--- config.mk ---
export PLATFORM = sky130hd
export DESIGN_NAME = load_store_unit
export DESIGN_NICKNAME = d
export VERILOG_FILES = /design/src/rtl/load_store_unit_pkg.sv /design/src/rtl/lsu_align.sv /design/src/rtl/load_store_unit.sv
export SDC_FILE = /design/constraint.sdc
export NUM_CORES = 1
export LEC_CHECK = 0
export CAP_MARGIN = 15
export CORE_ASPECT_RATIO = 1.5
export CORE_MARGIN = 2
export CORE_UTILIZATION = 47
export DETAILED_ROUTE_END_ITERATION = 7
export HOLD_SLACK_MARGIN = 0.05
export PLACE_DENSITY = 0.95
export REMOVE_ABC_BUFFERS = 1
export SYNTH_ARGS = -nofsm -noshare
export SYNTH_HDL_FRONTEND = slang
export SYNTH_SLANG_ARGS = --single-unit
--- constraint.sdc ---
create_clock -name clk -period 3.3 [get_ports clk]
set_clock_uncertainty 0.05 [all_clocks]
set_input_delay 0.825 -clock clk [delete_from_list [all_inputs] [get_ports clk]]
set_output_delay 0.825 -clock clk [all_outputs]
set_load 0.05 [all_outputs]
--- src/rtl/load_store_unit_pkg.sv ---
// ============================================================================
// Module   : load_store_unit_pkg
// Brief    : Shared access-size codes and FSM state codes for the load/store unit.
// Revision : 1.0
// ============================================================================
`default_nettype none

package load_store_unit_pkg;

    // funct3 access-size codes (store variants share the signed codes)
    localparam logic [2:0] LSU_LB   = 3'd0;
    localparam logic [2:0] LSU_LH   = 3'd1;
    localparam logic [2:0] LSU_LW   = 3'd2;
    localparam logic [2:0] LSU_LBU  = 3'd4;
    localparam logic [2:0] LSU_LHU  = 3'd5;

    localparam logic [1:0] LSU_IDLE = 2'd0;
    localparam logic [1:0] LSU_REQ  = 2'd1;
    localparam logic [1:0] LSU_WAIT = 2'd2;
    localparam logic [1:0] LSU_RESP = 2'd3;

endpackage

`default_nettype wire

--- src/rtl/lsu_align.sv ---
// ============================================================================
// Module   : lsu_align
// Brief    : Combinational width rules: byte enables, store replication,
//            load extraction/extension and fault decode.
// Revision : 1.0
// ============================================================================
`default_nettype none

module lsu_align
    import load_store_unit_pkg::*;
(
    input  logic [2:0]  i_funct3,
    input  logic [1:0]  i_offset,
    input  logic [31:0] i_wdata,
    input  logic [31:0] i_rdata,
    output logic [3:0]  o_be,
    output logic [31:0] o_wdata,
    output logic [31:0] o_rdata,
    output logic        o_misaligned,
    output logic        o_illegal
);

    logic [7:0]  w_byte;
    logic [15:0] w_half;

    assign w_byte = i_rdata[{i_offset, 3'b000} +: 8];
    assign w_half = i_offset[1] ? i_rdata[31:16] : i_rdata[15:0];

    always_comb begin
        o_be         = 4'b0000;
        o_wdata      = i_wdata;
        o_rdata      = 32'd0;
        o_misaligned = 1'b0;
        o_illegal    = 1'b0;
        case (i_funct3)
            LSU_LB, LSU_LBU: begin
                o_be    = 4'b0001 << i_offset;
                o_wdata = {4{i_wdata[7:0]}};
                o_rdata = {{24{w_byte[7] & (i_funct3 == LSU_LB)}}, w_byte};
            end
            LSU_LH, LSU_LHU: begin
                o_be         = 4'b0011 << i_offset;
                o_misaligned = i_offset[0];
                o_wdata      = {2{i_wdata[15:0]}};
                o_rdata      = {{16{w_half[15] & (i_funct3 == LSU_LH)}}, w_half};
            end
            LSU_LW: begin
                o_be         = 4'b1111;
                o_misaligned = |i_offset;
                o_rdata      = i_rdata;
            end
            default: begin
                o_illegal = 1'b1;
            end
        endcase
    end

endmodule

`default_nettype wire

--- src/rtl/load_store_unit.sv ---
// ============================================================================
// Module   : load_store_unit
// Brief    : Single-outstanding memory-access stage with req/gnt/rvalid port.
// Revision : 1.0
// ============================================================================
`default_nettype none

module load_store_unit
    import load_store_unit_pkg::*;
#(
    parameter int N = 32
) (
    input  logic         clk,
    input  logic         rst,
    input  logic         req_valid,
    output logic         req_ready,
    input  logic         req_we,
    input  logic [2:0]   req_funct3,
    input  logic [N-1:0] req_addr,
    input  logic [N-1:0] req_wdata,
    output logic         mem_req,
    input  logic         mem_gnt,
    output logic         mem_we,
    output logic [3:0]   mem_be,
    output logic [N-1:0] mem_addr,
    output logic [N-1:0] mem_wdata,
    input  logic         mem_rvalid,
    input  logic [N-1:0] mem_rdata,
    output logic         rsp_valid,
    output logic [N-1:0] rsp_rdata,
    output logic         rsp_misaligned,
    output logic         rsp_illegal
);

    logic [1:0]   r_state;
    logic [2:0]   r_funct3;
    logic [1:0]   r_offset;

    logic [2:0]   w_funct3;
    logic [1:0]   w_offset;
    logic [3:0]   w_be;
    logic [N-1:0] w_wdata;
    logic [N-1:0] w_rdata;
    logic         w_misaligned;
    logic         w_illegal;

    assign req_ready = (r_state == LSU_IDLE);

    // The aligner decodes the incoming request while idle and the latched access otherwise.
    assign w_funct3 = req_ready ? req_funct3    : r_funct3;
    assign w_offset = req_ready ? req_addr[1:0] : r_offset;

    lsu_align u_align (
        .i_funct3     (w_funct3),
        .i_offset     (w_offset),
        .i_wdata      (req_wdata),
        .i_rdata      (mem_rdata),
        .o_be         (w_be),
        .o_wdata      (w_wdata),
        .o_rdata      (w_rdata),
        .o_misaligned (w_misaligned),
        .o_illegal    (w_illegal)
    );

    always_ff @(posedge clk or negedge rst) begin
        if (!rst) begin
            r_state        <= LSU_IDLE;
            r_funct3       <= 3'd0;
            r_offset       <= 2'd0;
            mem_req        <= 1'b0;
            mem_we         <= 1'b0;
            mem_be         <= 4'b0000;
            mem_addr       <= '0;
            mem_wdata      <= '0;
            rsp_valid      <= 1'b0;
            rsp_rdata      <= '0;
            rsp_misaligned <= 1'b0;
            rsp_illegal    <= 1'b0;
        end else begin
            case (r_state)
                LSU_IDLE: begin
                    if (req_valid) begin
                        r_funct3       <= req_funct3;
                        r_offset       <= req_addr[1:0];
                        mem_we         <= req_we;
                        mem_be         <= w_be;
                        mem_addr       <= {req_addr[N-1:2], 2'b00};
                        mem_wdata      <= w_wdata;
                        rsp_rdata      <= '0;
                        rsp_illegal    <= w_illegal;
                        rsp_misaligned <= w_misaligned & ~w_illegal;
                        // Faulting accesses never touch memory.
                        if (w_illegal || w_misaligned) begin
                            rsp_valid <= 1'b1;
                            r_state   <= LSU_RESP;
                        end else begin
                            mem_req   <= 1'b1;
                            r_state   <= LSU_REQ;
                        end
                    end
                end
                LSU_REQ: begin
                    if (mem_gnt) begin
                        mem_req <= 1'b0;
                        if (mem_we) begin
                            rsp_valid <= 1'b1;
                            r_state   <= LSU_RESP;
                        end else begin
                            r_state   <= LSU_WAIT;
                        end
                    end
                end
                LSU_WAIT: begin
                    if (mem_rvalid) begin
                        rsp_rdata <= w_rdata;
                        rsp_valid <= 1'b1;
                        r_state   <= LSU_RESP;
                    end
                end
                LSU_RESP: begin
                    rsp_valid <= 1'b0;
                    r_state   <= LSU_IDLE;
                end
                default: begin
                    r_state <= LSU_IDLE;
                end
            endcase
        end
    end

endmodule

`default_nettype wire

# --- Yosys cells after proc, flatten, opt, wreduce, memory -nomap -nowiden ---
# Cells that the tools add are included.
totals:
  regBits: 110
  out_inout_bits: 106
op_classes:
  n_eq_ne: 13
  shift: 3
  muxes: 27
  n_bitwise: 3
  reduce_logical: 14
ops:
  columns: ["op", "count"]
  rows:
  - ["$pmux 32 s2", 2]
  - ["$pmux 32 s3", 1]
  - ["$mux 32", 2]
  - ["$shiftx 32x6->8", 1]
  - ["$mux 16", 1]
  - ["$pmux 4 s3", 1]
  - ["$mux 1", 10]
  - ["$mux 2", 5]
  - ["$ne 2x2->1 const B", 5]
  - ["$pmux 2 s4", 1]
  - ["$eq 3x3->1 const B", 2]
  - ["$reduce_and 3->1", 2]
  - ["$reduce_or 2->1", 3]
  - ["$reduce_and 5->1", 1]
  - ["$reduce_or 5->1", 1]
  - ["$eq 2x2->1 const B", 2]
  - ["$pmux 1 s2", 2]
  - ["$pmux 1 s4", 1]
  - ["$reduce_and 4->1", 1]
  - ["$reduce_bool 2->1", 2]
  - ["$shl 1x2->4 const A", 1]
  - ["$shl 2x2->4 const A", 1]
  - ["$and 1x1->1", 3]
  - ["$eq 3x1->1 const B", 1]
  - ["8 further kinds", 8]

# --- Longest topological paths before layout ---
# Gate-level depths: netlist of the first run.
logic_depth:
  depth_word: 9
  ltp_mapped: 10
  mapped_depth_nobuf: 6

# --- By module ---
# From an unflattened synthesis of the first run, not the netlist that was laid out.
unflattened:
  cells_unflattened: 464
  hier_area_um2: 5823.1
modules_own_cells:
  columns: ["mod", "n_inst", "cells_per_inst", "area_per_inst_um2", "seq_area_each_um2"]
  rows:
  - ["load_store_unit", 1, 271, 4322.9, 2752.6]
  - ["lsu_align", 1, 193, 1500.2, 0.0]

# --- Worst setup path after synthesis of the first run ---
# OpenSTA, ideal clock, no wires.
synth_timing:
  path_type: "register to register"
  from: "register r_state[0]"
  to: "register rsp_rdata[10]"
  arrival_time_ps: 2441
  required_time_ps: 3107
  setup_slack_ps: 667
  stages_incl_launch_ff: 9
  period_less_slack_ps: 2633
  path_cell_list: "dfrtp_1 > inv_1 > ha_1 > buf_6 > mux2i_2 > buf_4 > mux2_1 > a222oi_1 > a22oi_2"
synth_via:
  elab_chain_len: 7
  elab_cells_between_ends: 21
  classes_between: "7 x eq/ne; 1 x shift; 6 x mux; 1 x bitwise; 6 x reduce/logical"
synth_lines:
  columns: ["element", "line", "source"]
  rows:
  - ["start, declared", "load_store_unit.sv:35", "logic [1:0] r_state;"]
  - ["start signal, assigned", "load_store_unit.sv:67", "r_state <= LSU_IDLE;"]
  - ["start signal, assigned", "load_store_unit.sv:95", "r_state <= LSU_RESP;"]
  - ["start signal, assigned", "load_store_unit.sv:98", "r_state <= LSU_REQ;"]
  - ["$logic_not 2->1 (*)", "load_store_unit.sv:47", "assign req_ready = (r_state == LSU_IDLE);"]
  - ["named net req_ready", "load_store_unit.sv:16", "output logic req_ready,"]
  - ["$mux 2 or $mux 3 (tied branches)", "load_store_unit.sv:51, load_store_unit.sv:50", null]
  - ["$shiftx 32x6->8, or another cell as far along", "lsu_align.sv:26", "assign w_byte = i_rdata[{i_offset, 3'b000} +: 8];"]
  - ["$and 1x1->1 or $reduce_or 2->1 (tied branches)", "lsu_align.sv:39, lsu_align.sv:35", null]
  - ["$pmux 32 s3", "lsu_align.sv:35", "case (i_funct3)"]
  - ["$mux 32", "load_store_unit.sv:114", "if (mem_rvalid) begin"]
  - ["$pmux 32 s2", "load_store_unit.sv:80", "case (r_state)"]
  - ["end signal, assigned", "load_store_unit.sv:115", "rsp_rdata <= w_rdata;"]
  - ["end, declared", "load_store_unit.sv:30", "output logic [N-1:0] rsp_rdata,"]
# Mark *: on every way through the listed nets, which the timed path passes. The rest lies on a longest branch. The select of a mux whose other input is x is not followed.
# A chain may end at the register's enable or synchronous reset.

# --- Worst setup path after layout of the first run ---
layout_timing:
  from: "register r_state[0]"
  to: "register rsp_rdata[10]"
layout_via:
  elab_chain_len: 7
  elab_cells_between_ends: 21
  classes_between: "7 x eq/ne; 1 x shift; 6 x mux; 1 x bitwise; 6 x reduce/logical"
layout_lines:
  columns: ["element", "line"]
  rows:
  - ["$logic_not 2->1", "load_store_unit.sv:47, load_store_unit.sv:80"]
  - ["$mux 2 or $mux 3 (tied branches)", "load_store_unit.sv:51, load_store_unit.sv:50"]
  - ["$shiftx 32x6->8, or another cell as far along", "lsu_align.sv:26"]
  - ["$and 1x1->1 or $reduce_or 2->1 (tied branches)", "lsu_align.sv:39, lsu_align.sv:35"]
  - ["$pmux 32 s3", "lsu_align.sv:35"]
  - ["$mux 32", "load_store_unit.sv:114"]
  - ["$pmux 32 s2", "load_store_unit.sv:80"]
# Parallel ways exist; a longest one is shown, timed or not. The select of a mux whose other input is x is not followed.

==> results of run 1 <==
[how the worst max path moves through the flow]
stage | endpoint | slack (ns) | depth (start not counted)
6_report | rsp_rdata[10] | 0.45 | 7
4_1_cts | rsp_rdata[10] | 0.51 | 7
3_3_place_gp | rsp_rdata[9] | 0.50 | 5
3_5_place_dp | rsp_rdata[10] | 0.31 | 6
5_1_grt | rsp_rdata[10] | 0.30 | 7
2_1_floorplan | mem_addr[10] | -1.10 | 4
[per-stage QoR]
stage	instances	setup TNS (ns)	cell area [um2]
CTS	799	0	7880
finish	799	0	7880
floorplan	412	-85.49	5130
global route	799	0	7880
detailed placement	783	0	7600
global placement	783	0	7600
[layout make-up]
cell class                 instances  share of cell area [%]
tap                              147                    2.33
timing repair buffer             224                    28.7
clock inverter                     4                   0.381
inverter                           7                   0.333
clock buffer                      12                    3.25
sequential                       110                    34.9
multi-input combinational        295                    30.1
[cell usage in the layout (no fill, tap or decap), types with 5 or more instances in the layout]
cell type	netlist	layout
clkdlybuf4s50_1	0	206
dfrtp_1	110	110
nand2_1	51	50
mux2_2	47	47
o21ai_1	43	43
mux2i_1	27	26
a222oi_1	17	17
a32oi_1	16	16
buf_4	8	13
a22oi_1	9	9
clkbuf_16	0	9
a22oi_2	8	8
a31oi_1	8	8
inv_1	7	7
mux2_1	7	7
o221ai_1	7	7
nand2b_1	5	5
nor2_1	5	5
buf_12	0	5
[cell usage after synthesis (all sizes together)]
cell | count | area (um2)
a21oi | 3 | 22.5
a222oi | 17 | 170
a22oi | 17 | 168
a31oi | 8 | 50.1
a32oi | 17 | 156
and2 | 1 | 6.26
and4 | 1 | 8.76
buf | 25 | 180
clkbuf | 10 | 37.5
conb | 1 | 3.75
dfrtp | 110 | 2750
ha | 4 | 50.1
inv | 7 | 26.3
mux2 | 55 | 623
mux2i | 29 | 307
mux4 | 1 | 22.5
nand2 | 53 | 204
nand2b | 5 | 31.3
nand3 | 3 | 27.5
nand4 | 1 | 6.26
nand4bb | 1 | 11.3
nor2 | 5 | 18.8
nor2b | 1 | 6.26
nor3 | 2 | 10.0
nor3b | 1 | 7.51
nor4bb | 1 | 10.0
o2111ai | 1 | 8.76
o211a | 1 | 10.0
o211ai | 4 | 35.0
o21ai | 46 | 230
o221ai | 7 | 61.3
o22a | 1 | 8.76
o31ai | 2 | 20.0
o41ai | 1 | 27.5
or3 | 3 | 18.8
or3b | 1 | 8.76
[per-layer routing]
metal  wire, um  vias up  track usage (%)
li1           -     2094                -
met1       5520     2260             28.6
met2       8680      235             47.4
met3       1010       52             4.07
met4        731        0             15.2
met5          0        -                0
[state kept, by name, indices dropped and copies added (netlist names), 2 cells and up]
signal,flops
r_funct3,3
mem_wdata,32
r_state,2
mem_addr,30
rsp_rdata,32
mem_be,4
r_offset,2
[worst max-delay path, delay by kind of cell (launching register included)]
family	cells	cell delay, ns
AO/OA/AOI/OAI	2	1.12
AND/OR/NAND/NOR	1	0.09
adder cells (fa/ha/maj)	1	0.32
flip-flops	1	0.45
buffers and inverters	3	0.72
[cells by family (layout without fill, tap and decap cells)]
logic type	after synthesis	count (layout)	synth area share, %
AO/OA/AOI/OAI	125	125	18.1
adder cells (fa/ha/maj)	4	4	0.936
buffers and inverters	42	247	4.56
flip-flops	110	110	51.5
multiplexers	85	85	17.8
other	1	2	0.0701
AND/OR/NAND/NOR	79	79	7.02
[power by group through the flow]
| stage | Sequential [uW] | Combinational [uW] | Clock, uW |
|---|---|---|---|
| after floorplan | 4360 | 1910 | 0 |
| after global placement | 2340 | 5840 | 0 |
| after detailed placement | 2390 | 6030 | 0 |
| after CTS | 2370 | 6050 | 1060 |
| after global routing | 2450 | 6320 | 1120 |
| final | 2370 | 6030 | 1040 |
==> key figures, run 1 <==
STA
  • Hold WS: 0.349 ns
  • Final Max Slew Viols: 0
  • Final worst setup slack: 0.449 ns
  • Tmin final: 2.85 ns
  • Final hold violations: 0
  • Relative slew slack: 24.4%
  • Post-route clock period utilization: 86.4%
  • Worst-Margin Slew: 1.13 ns
  • Setup violators final: 0
  • RSZ-0062 raised after global routing: no
  • Fmax: 351 MHz

Power
  • Power Internal: 4710 uW
  • Leak: 0.00324 uW
  • Switching Share: 50.1%
  • Clk pwr share: 11.0%
  • Peak supply drop: 0.741 mV
  • Net Switching: 4730 uW
  • Cell Pwr Density: 1200 nW/um2
  • PnR Total Power: 9440 uW
  • Comb pwr share: 63.9%
  • Sequential power share: 25.1%

Synth
  • Synthesized cell area: 5350 um2
  • Post-synthesis cell type count: 51
  • Syn Area/Cell: 12.0 um2
  • Yosys Warn Count: 0
  • Sequential-to-total area share from yosys stat: 51.5%
  • Seq cells post-synth: 110
  • Mapped Cells: 446

Clocking
  • Setup repair bufs after CTS: 0
  • CTS Sinks: 110
  • Clk slew on worst S/H paths: 0.07 ns
  • Post-CTS resize count: 0
  • CTS tree: yes
  • Clock Latency Late Sink: 0.35 ns
  • CTS Buf Count: 9
  • Cts hold-fix bufs: 0
  • Root Buffer Master: clkbuf_16
  • H-tree Lvls: 3
  • Deepest clock path buffer count: 2

Setup path
  • Slowest-stage cell, CP: o211ai_2
  • Worst setup EP type: flip-flop
  • Startpoint Class: flip-flop
  • Crit. Startpoint: r_state[0]
  • FF-to-FF Start: r_state[0]
  • Critical path type: reg2reg
  • Data required time at the worst endpoint: 3.51 ns
  • CP Cell Sequence: inv_1 > ha_1 > buf_4 > o211ai_2 > buf_4 > nand2_1 > a22oi_2
  • Crit path max fanout: 24
  • Most used cell along the critical path: buf_4
  • Crit path largest cell delay: 0.92 ns
  • Slack of the worst reg-to-reg path: 0.45 ns
  • R2R Path End: rsp_rdata[10]
  • Worst reg-to-reg path cell count: 7
  • Crit path DAT: 3.06 ns

Die
  • Chip height: 135 um
  • Initial Util: 48.4%
  • Core area: 11,100 um2
  • IO Pins: 211
  • Rows: 47
  • Die W: 91.1 um
  • Die area: 12,300 um2

Routing
  • Post-DRT Antenna Nets: 0
  • Initial DRC Count: 336
  • Vias per cell: 5.81
  • Vias: 4,641
  • DR DRC count: 0
  • Pre-antenna DRT Iters: 5
  • Post-DR wirelength/cell: 20.0 um
  • Final WL: 15,900 um

Finish
  • Area growth syn-to-layout: 47.4%
  • Layout cell share with drive strength beyond 1: 15.8%
  • N_diodes: 0
  • Layout Nets: 756
  • Fillers: 792
  • Area of the multi-input gates: 2370 um2
  • FF/Latch Area: 2750 um2
  • Post-Route Utilization: 71.3%

Placement
  • Setup Slack @ Placement: 0.312 ns
  • DP HPWL: 11,900 um
  • Final GP Congestion: 0.880
  • Port Buf Inserts: 208

Global routing
  • Vias in the first global route: 5,037
  • Antenna violations before repair: 0
  • Largest net degree at the start of global routing: 54
  • Grt ovf: 0
  • First-pass GRT wire length: 25,400 um
  • GRT Util Overall: 26.1%

Worst hold path
  • Hold Path Class: in2async

Run status
  • Status: complete, no violations

Run
  • Max-cap violations: 0
(Power assumes the default switching activity.)
==> inputs of run 2 (changes only) <==
--- a/constraint.sdc
+++ b/constraint.sdc
@@ -3,3 +3,3 @@
 set_input_delay 0.825 -clock clk [delete_from_list [all_inputs] [get_ports clk]]
 set_output_delay 0.825 -clock clk [all_outputs]
-set_load 0.05 [all_outputs]
+set_load 0.01 [all_outputs]
==> run 2 against run 1 <==
Net effect:
- die area stayed put
- worst hold slack better by 0.085 ns
- setup slack worse by 0.17 ns
- non-clock buffer count is 2 lower
- highest routed layer unchanged
==> key figures, run 2 (synthesized netlist as in run 1, its figures left out) <==
Die
  • IO Pins: 211 (unchanged)
  • Initial Util: 48.4% (unchanged)
  • Rows: 47 (unchanged)
  • Chip height: 135 um (unchanged)
  • Die W: 91.1 um (unchanged)
  • Core area: 11,100 um2 (unchanged)
  • Die area: 12,300 um2 (unchanged)

Global routing
  • Largest net degree at the start of global routing: 67 (+24%)
  • Vias in the first global route: 4,977 (-1.2%)
  • Antenna violations before repair: 1 (+1)
  • Grt ovf: 0 (unchanged)
  • First-pass GRT wire length: 25,200 um (-0.92%)
  • GRT Util Overall: 26.0% (-0.027 points)

STA
  • Tmin final: 3.02 ns (+0.170 ns)
  • Final hold violations: 0 (unchanged)
  • Setup violators final: 0 (unchanged)
  • Relative slew slack: 27.4% (+3.0 points)
  • Post-route clock period utilization: 91.5% (+5.2 points)
  • Fmax: 331 MHz (-5.6%)
  • RSZ-0062 raised after global routing: no
  • Worst-Margin Slew: 1.09 ns (-0.0446 ns)
  • Final Max Slew Viols: 0 (unchanged)

Setup path
  • Crit path DAT: 2.15 ns (-0.91 ns)
  • Crit path max fanout: 9 (-63%)
  • Data required time at the worst endpoint: 2.42 ns (-1.09 ns)
  • Startpoint Class: flip-flop
  • Worst setup EP type: output pin
  • Critical path type: reg2out

Routing
  • Post-DRT Antenna Nets: 0 (unchanged)
  • Final WL: 15,900 um (-0.31%)
  • Pre-antenna DRT Iters: 5 (unchanged)
  • Vias per cell: 5.81 (about the same)
  • Vias: 4,634 (-0.15%)
  • Initial DRC Count: 285 (-15%)
  • DR DRC count: 0 (unchanged)
  • Post-DR wirelength/cell: 19.9 um (-0.19%)

Clocking
  • CTS Sinks: 110 (unchanged)
  • Clock Latency Late Sink: 0.34 ns (about the same)
  • CTS Buf Count: 9 (unchanged)
  • Post-CTS resize count: 0 (unchanged)
  • H-tree Lvls: 3 (unchanged)
  • Deepest clock path buffer count: 2 (unchanged)
  • Cts hold-fix bufs: 0 (unchanged)
  • Setup repair bufs after CTS: 0 (unchanged)
  • CTS tree: yes
  • Root Buffer Master: clkbuf_16
  • Clk slew on worst S/H paths: 0.07 ns (about the same)

Finish
  • Top flop regs: mem_wdata x32, rsp_rdata x32, mem_addr x30
  • Commonest non-fill, non-tap cells in the layout: 207 x clkdlybuf4s50_1, 110 x dfrtp_1, 50 x nand2_1
  • Post-Route Utilization: 70.9% (-0.41 points)
  • Area growth syn-to-layout: 46.6%
  • Finished Layout Cells: 798 (-0.13%)
  • Commonest non-fill, non-tap cell in the layout: clkdlybuf4s50_1
  • Fillers: 796 (+0.51%)
  • Layout cell share with drive strength beyond 1: 15.2% (-0.57 points)
  • Layout Nets: 754 (-0.26%)

Power
  • PnR Total Power: 7580 uW (-20%)
  • Leak: 0.00322 uW (-0.76%)
  • Peak supply drop: 0.457 mV (-38%)
  • Cell Pwr Density: 967 nW/um2 (-19%)

Run
  • Max-cap violations: 0 (unchanged)

Placement
  • Final GP Congestion: 0.862 (-2.0%)
  • DP HPWL: 11,800 um (-0.35%)
  • Port Buf Inserts: 208 (unchanged)
  • Total placed cells including tap cells: 781 (-0.26%)

Worst hold path
  • Hold Path Class: reg2reg

Run status
  • Status: complete, no violations
## run 2: critical path, stage by stage (launching register included)
cell             delay, ns
dfrtp_1               0.45
inv_1                 0.12
ha_1                  0.44
buf_4                 0.23
clkdlybuf4s50_1       0.56
## run 2: power by group
group          switching (uW)  total (uW)  internal (uW)
Clock                     487        1020            537
Combinational            2040        4180           2140
Sequential                399        2370           1970
Total                    2920        7580           4650
## run 2: final cells by class
cell class                      count  area [um2]  share of cell area, %
Multi-Input combinational cell    295        2370                   30.3
Clock buffer                       12         246                   3.14
Tap cell                          147         184                   2.35
Inverter                            7        26.3                  0.335
Antenna cell                        1        2.50                 0.0319
Timing Repair Buffer              222        2220                   28.4
Clock inverter                      4        30.0                  0.383
Sequential cell                   110        2750                   35.1
## run 2: metrics by stage
step           setup TNS [ns]  setup WS [ns]  hold WS (ns)  instance area [um2]
6_report                    0          0.279         0.435                 7840
5_1_grt                     0          0.168         0.467                 7840
4_1_cts                     0          0.280         0.442                 7840
3_5_place_dp                0          0.220         0.426                 7560
3_3_place_gp                0          0.344         0.416                 7560
2_1_floorplan          -46.05         -0.674         0.450                 5130
## run 2: routing by layer
metal  up-vias  GRT usage (%)  share of wire, %
met5         -              0                 0
met2       226           47.7                55
met4         0           14.3               4.0
met1      2276           28.6                35
li1       2084              -                 -
met3        48           4.07               6.1
## run 2: path summary, 6_finish.rpt
check	slack, ns	depth (start not counted)	startpoint	to
min	0.43	2	mem_be[2]	mem_be[2]
min in group asynchronous	0.48	1	rst	mem_addr[31]
max in group asynchronous	1.99	2	rst	mem_addr[22]
max	0.28	4	r_state[1]	req_ready
min reg2reg	0.43	2	mem_be[2]	mem_be[2]
max reg2reg	0.36	6	r_state[1]	rsp_rdata[24]
==> inputs of run 3 (changes only) <==
- CORE_MARGIN: 2 -> default
- SLEW_MARGIN: default -> 25
==> run 3 against run 2 <==
Net effect:
- cell area increased by 0.37%
- non-clock buffer count increased by 5
- worst hold slack got worse by 0.0029 ns
==> key figures, run 3 (synthesized netlist as in run 1, its figures left out) <==
Run status
  • Status: complete, no violations

Placement
  • Final GP Congestion: 0.847 (-1.7%)
  • Placed cell area: 7590 um2 (+0.38%)
  • Port Buf Inserts: 208 (unchanged)
  • DP HPWL: 11,500 um (-2.6%)

Finish
  • Post-Layout Inst Area: 7870 um2 (+0.37%)
  • Layout Nets: 759 (+0.66%)
  • Area growth syn-to-layout: 47.1%
  • Area of the multi-input gates: 2360 um2 (-0.37%)
  • Top flop regs: mem_wdata x32, rsp_rdata x32, mem_addr x30
  • Commonest non-fill, non-tap cells in the layout: 207 x clkdlybuf4s50_1, 110 x dfrtp_1, 50 x nand2_1
  • FF/Latch Area: 2750 um2 (unchanged)
  • N_diodes: 0 (-1)
  • Commonest non-fill, non-tap cell in the layout: clkdlybuf4s50_1
  • Layout cell share with drive strength beyond 1: 15.9% (+0.65 points)
  • Fillers: 832 (+4.5%)

Clocking
  • Clock Latency Late Sink: 0.35 ns (about the same)
  • Post-CTS resize count: 0 (unchanged)
  • CTS tree: yes
  • H-tree Lvls: 3 (unchanged)
  • Setup repair bufs after CTS: 0 (unchanged)
  • Root Buffer Master: clkbuf_16
  • CTS Buf Count: 9 (unchanged)
  • Cts hold-fix bufs: 0 (unchanged)
  • CTS Sinks: 110 (unchanged)
  • Deepest clock path buffer count: 2 (unchanged)
  • Clk slew on worst S/H paths: 0.07 ns (about the same)

Setup path
  • Slack of the worst reg-to-reg path: 0.49 ns (+0.13 ns)
  • Startpoint Class: flip-flop
  • Worst setup EP type: output pin
  • Critical path type: reg2out
  • Crit path DAT: 2.10 ns (-0.05 ns)
  • CP Cell Sequence: inv_1 > ha_1 > clkdlybuf4s50_1
  • Slowest-stage cell, CP: clkdlybuf4s50_1
  • Crit path largest cell delay: 0.66 ns (+0.10 ns)
  • Data required time at the worst endpoint: 2.42 ns (about the same)
  • Crit path max fanout: 13 (+4)

Routing
  • DR DRC count: 0 (unchanged)
  • Vias: 4,666 (+0.69%)
  • Initial DRC Count: 318 (+12%)
  • Pre-antenna DRT Iters: 6 (+1)
  • Vias per cell: 5.82 (+0.19%)
  • Final WL: 15,500 um (-2.3%)
  • Post-DRT Antenna Nets: 0 (unchanged)
  • Post-DR wirelength/cell: 19.4 um (-2.8%)

Global routing
  • Met3 Use GR: 4.93% (+0.85 points)
  • Vias in the first global route: 5,079 (+2.0%)
  • Busiest layer in global routing: met2
  • GRT Util Overall: 27.9% (+1.9 points)
  • First-pass GRT wire length: 25,100 um (-0.25%)
  • Antenna violations before repair: 0 (-1)
  • Grt ovf: 0 (unchanged)
  • Largest net degree at the start of global routing: 56 (-16%)
  • Met2 GRT Util: 49.5% (+1.8 points)
  • M1 GR Usage: 29.9% (+1.2 points)

STA
  • Final Max Slew Viols: 0 (unchanged)
  • Setup violators final: 0 (unchanged)
  • Tmin final: 2.98 ns (-0.0433 ns)
  • Final hold violations: 0 (unchanged)
  • Worst-Margin Slew: 0.970 ns (-0.116 ns)
  • Relative slew slack: 35.1% (+7.8 points)
  • RSZ-0062 raised after global routing: no
  • Post-route clock period utilization: 90.2% (-1.3 points)
  • Fmax: 336 MHz (+1.5%)

Die
  • IO Pins: 211 (unchanged)
  • Chip height: 133 um (-1.5%)
  • Core area: 11,100 um2 (unchanged)
  • Rows: 47 (unchanged)
  • Die area: 11,800 um2 (-3.6%)
  • Initial Util: 48.4% (unchanged)
  • Die W: 89.1 um (-2.2%)

Power
  • Leak: 0.00325 uW (+0.85%)
  • PnR Total Power: 7620 uW (+0.50%)
  • Peak supply drop: 0.614 mV (+34%)
  • Cell Pwr Density: 968 nW/um2 (+0.13%)

Worst hold path
  • Hold Path Class: reg2reg

Run
  • Max-cap violations: 0 (unchanged)
-- run 3: cell types whose count changed in the layout (fill, tap and decap cells not counted) --
cell,previous run,this run
diode_2,1,0
inv_6,1,0
clkinvlp_4,1,0
clkbuf_8,1,2
buf_4,12,17
mux2i_4,2,1
mux2i_2,1,2
clkinv_2,1,2
-- run 3: power breakdown --
part | total (uW) | leakage, uW | switching (uW) | internal [uW]
Sequential | 2370 | 0.00139 | 400 | 1970
Combinational | 4210 | 0.00172 | 2020 | 2190
Clock | 1030 | 0.000140 | 481 | 554
-- run 3: area by class of cell --
cell class              count  share of cell area [%]
clock buffers              13                    3.31
multi-input cells         295                    30.1
well taps                 147                    2.34
flip-flops and latches    110                    35.0
repair buffers            227                    28.7
inverters                   7                   0.334
clock inverters             3                   0.239
-- run 3: worst max-delay path: cells and delay by family (launching register included) --
kind	cells	cell delay [ns]
adders and majority gates	1	0.54
DFF	1	0.44
buffers and inverters	2	0.77
-- run 3: through the flow --
stage	instances	TNS (ns)	setup WS, ns	utilization (%)	hold slack (ns)
2_1_floorplan	412	-46.05	-0.674	-	0.450
3_3_place_gp	786	0	0.493	68.6	0.417
3_5_place_dp	786	0	0.397	68.6	0.421
4_1_cts	802	0	0.318	71.2	0.438
5_1_grt	802	0	0.263	71.2	0.464
6_report	802	0	0.323	71.2	0.432
-- run 3: routing by layer --
| metal | vias up | share of wire, % |
|---|---|---|
| met3 | 53 | 5.7 |
| met5 | - | 0 |
| met4 | 0 | 4.6 |
| li1 | 2101 | - |
| met2 | 210 | 54 |
| met1 | 2302 | 36 |
-- run 3: final timing paths --
check	from	end	depth (start not counted)
worst max-delay path	r_state[1]	req_ready	3
worst min-delay path	mem_wdata[11]	mem_wdata[11]	2
worst max register to register	r_state[1]	rsp_rdata[0]	8
worst min register to register	mem_wdata[11]	mem_wdata[11]	2
max in group asynchronous	rst	mem_addr[3]	2
min in group asynchronous	rst	mem_addr[28]	1
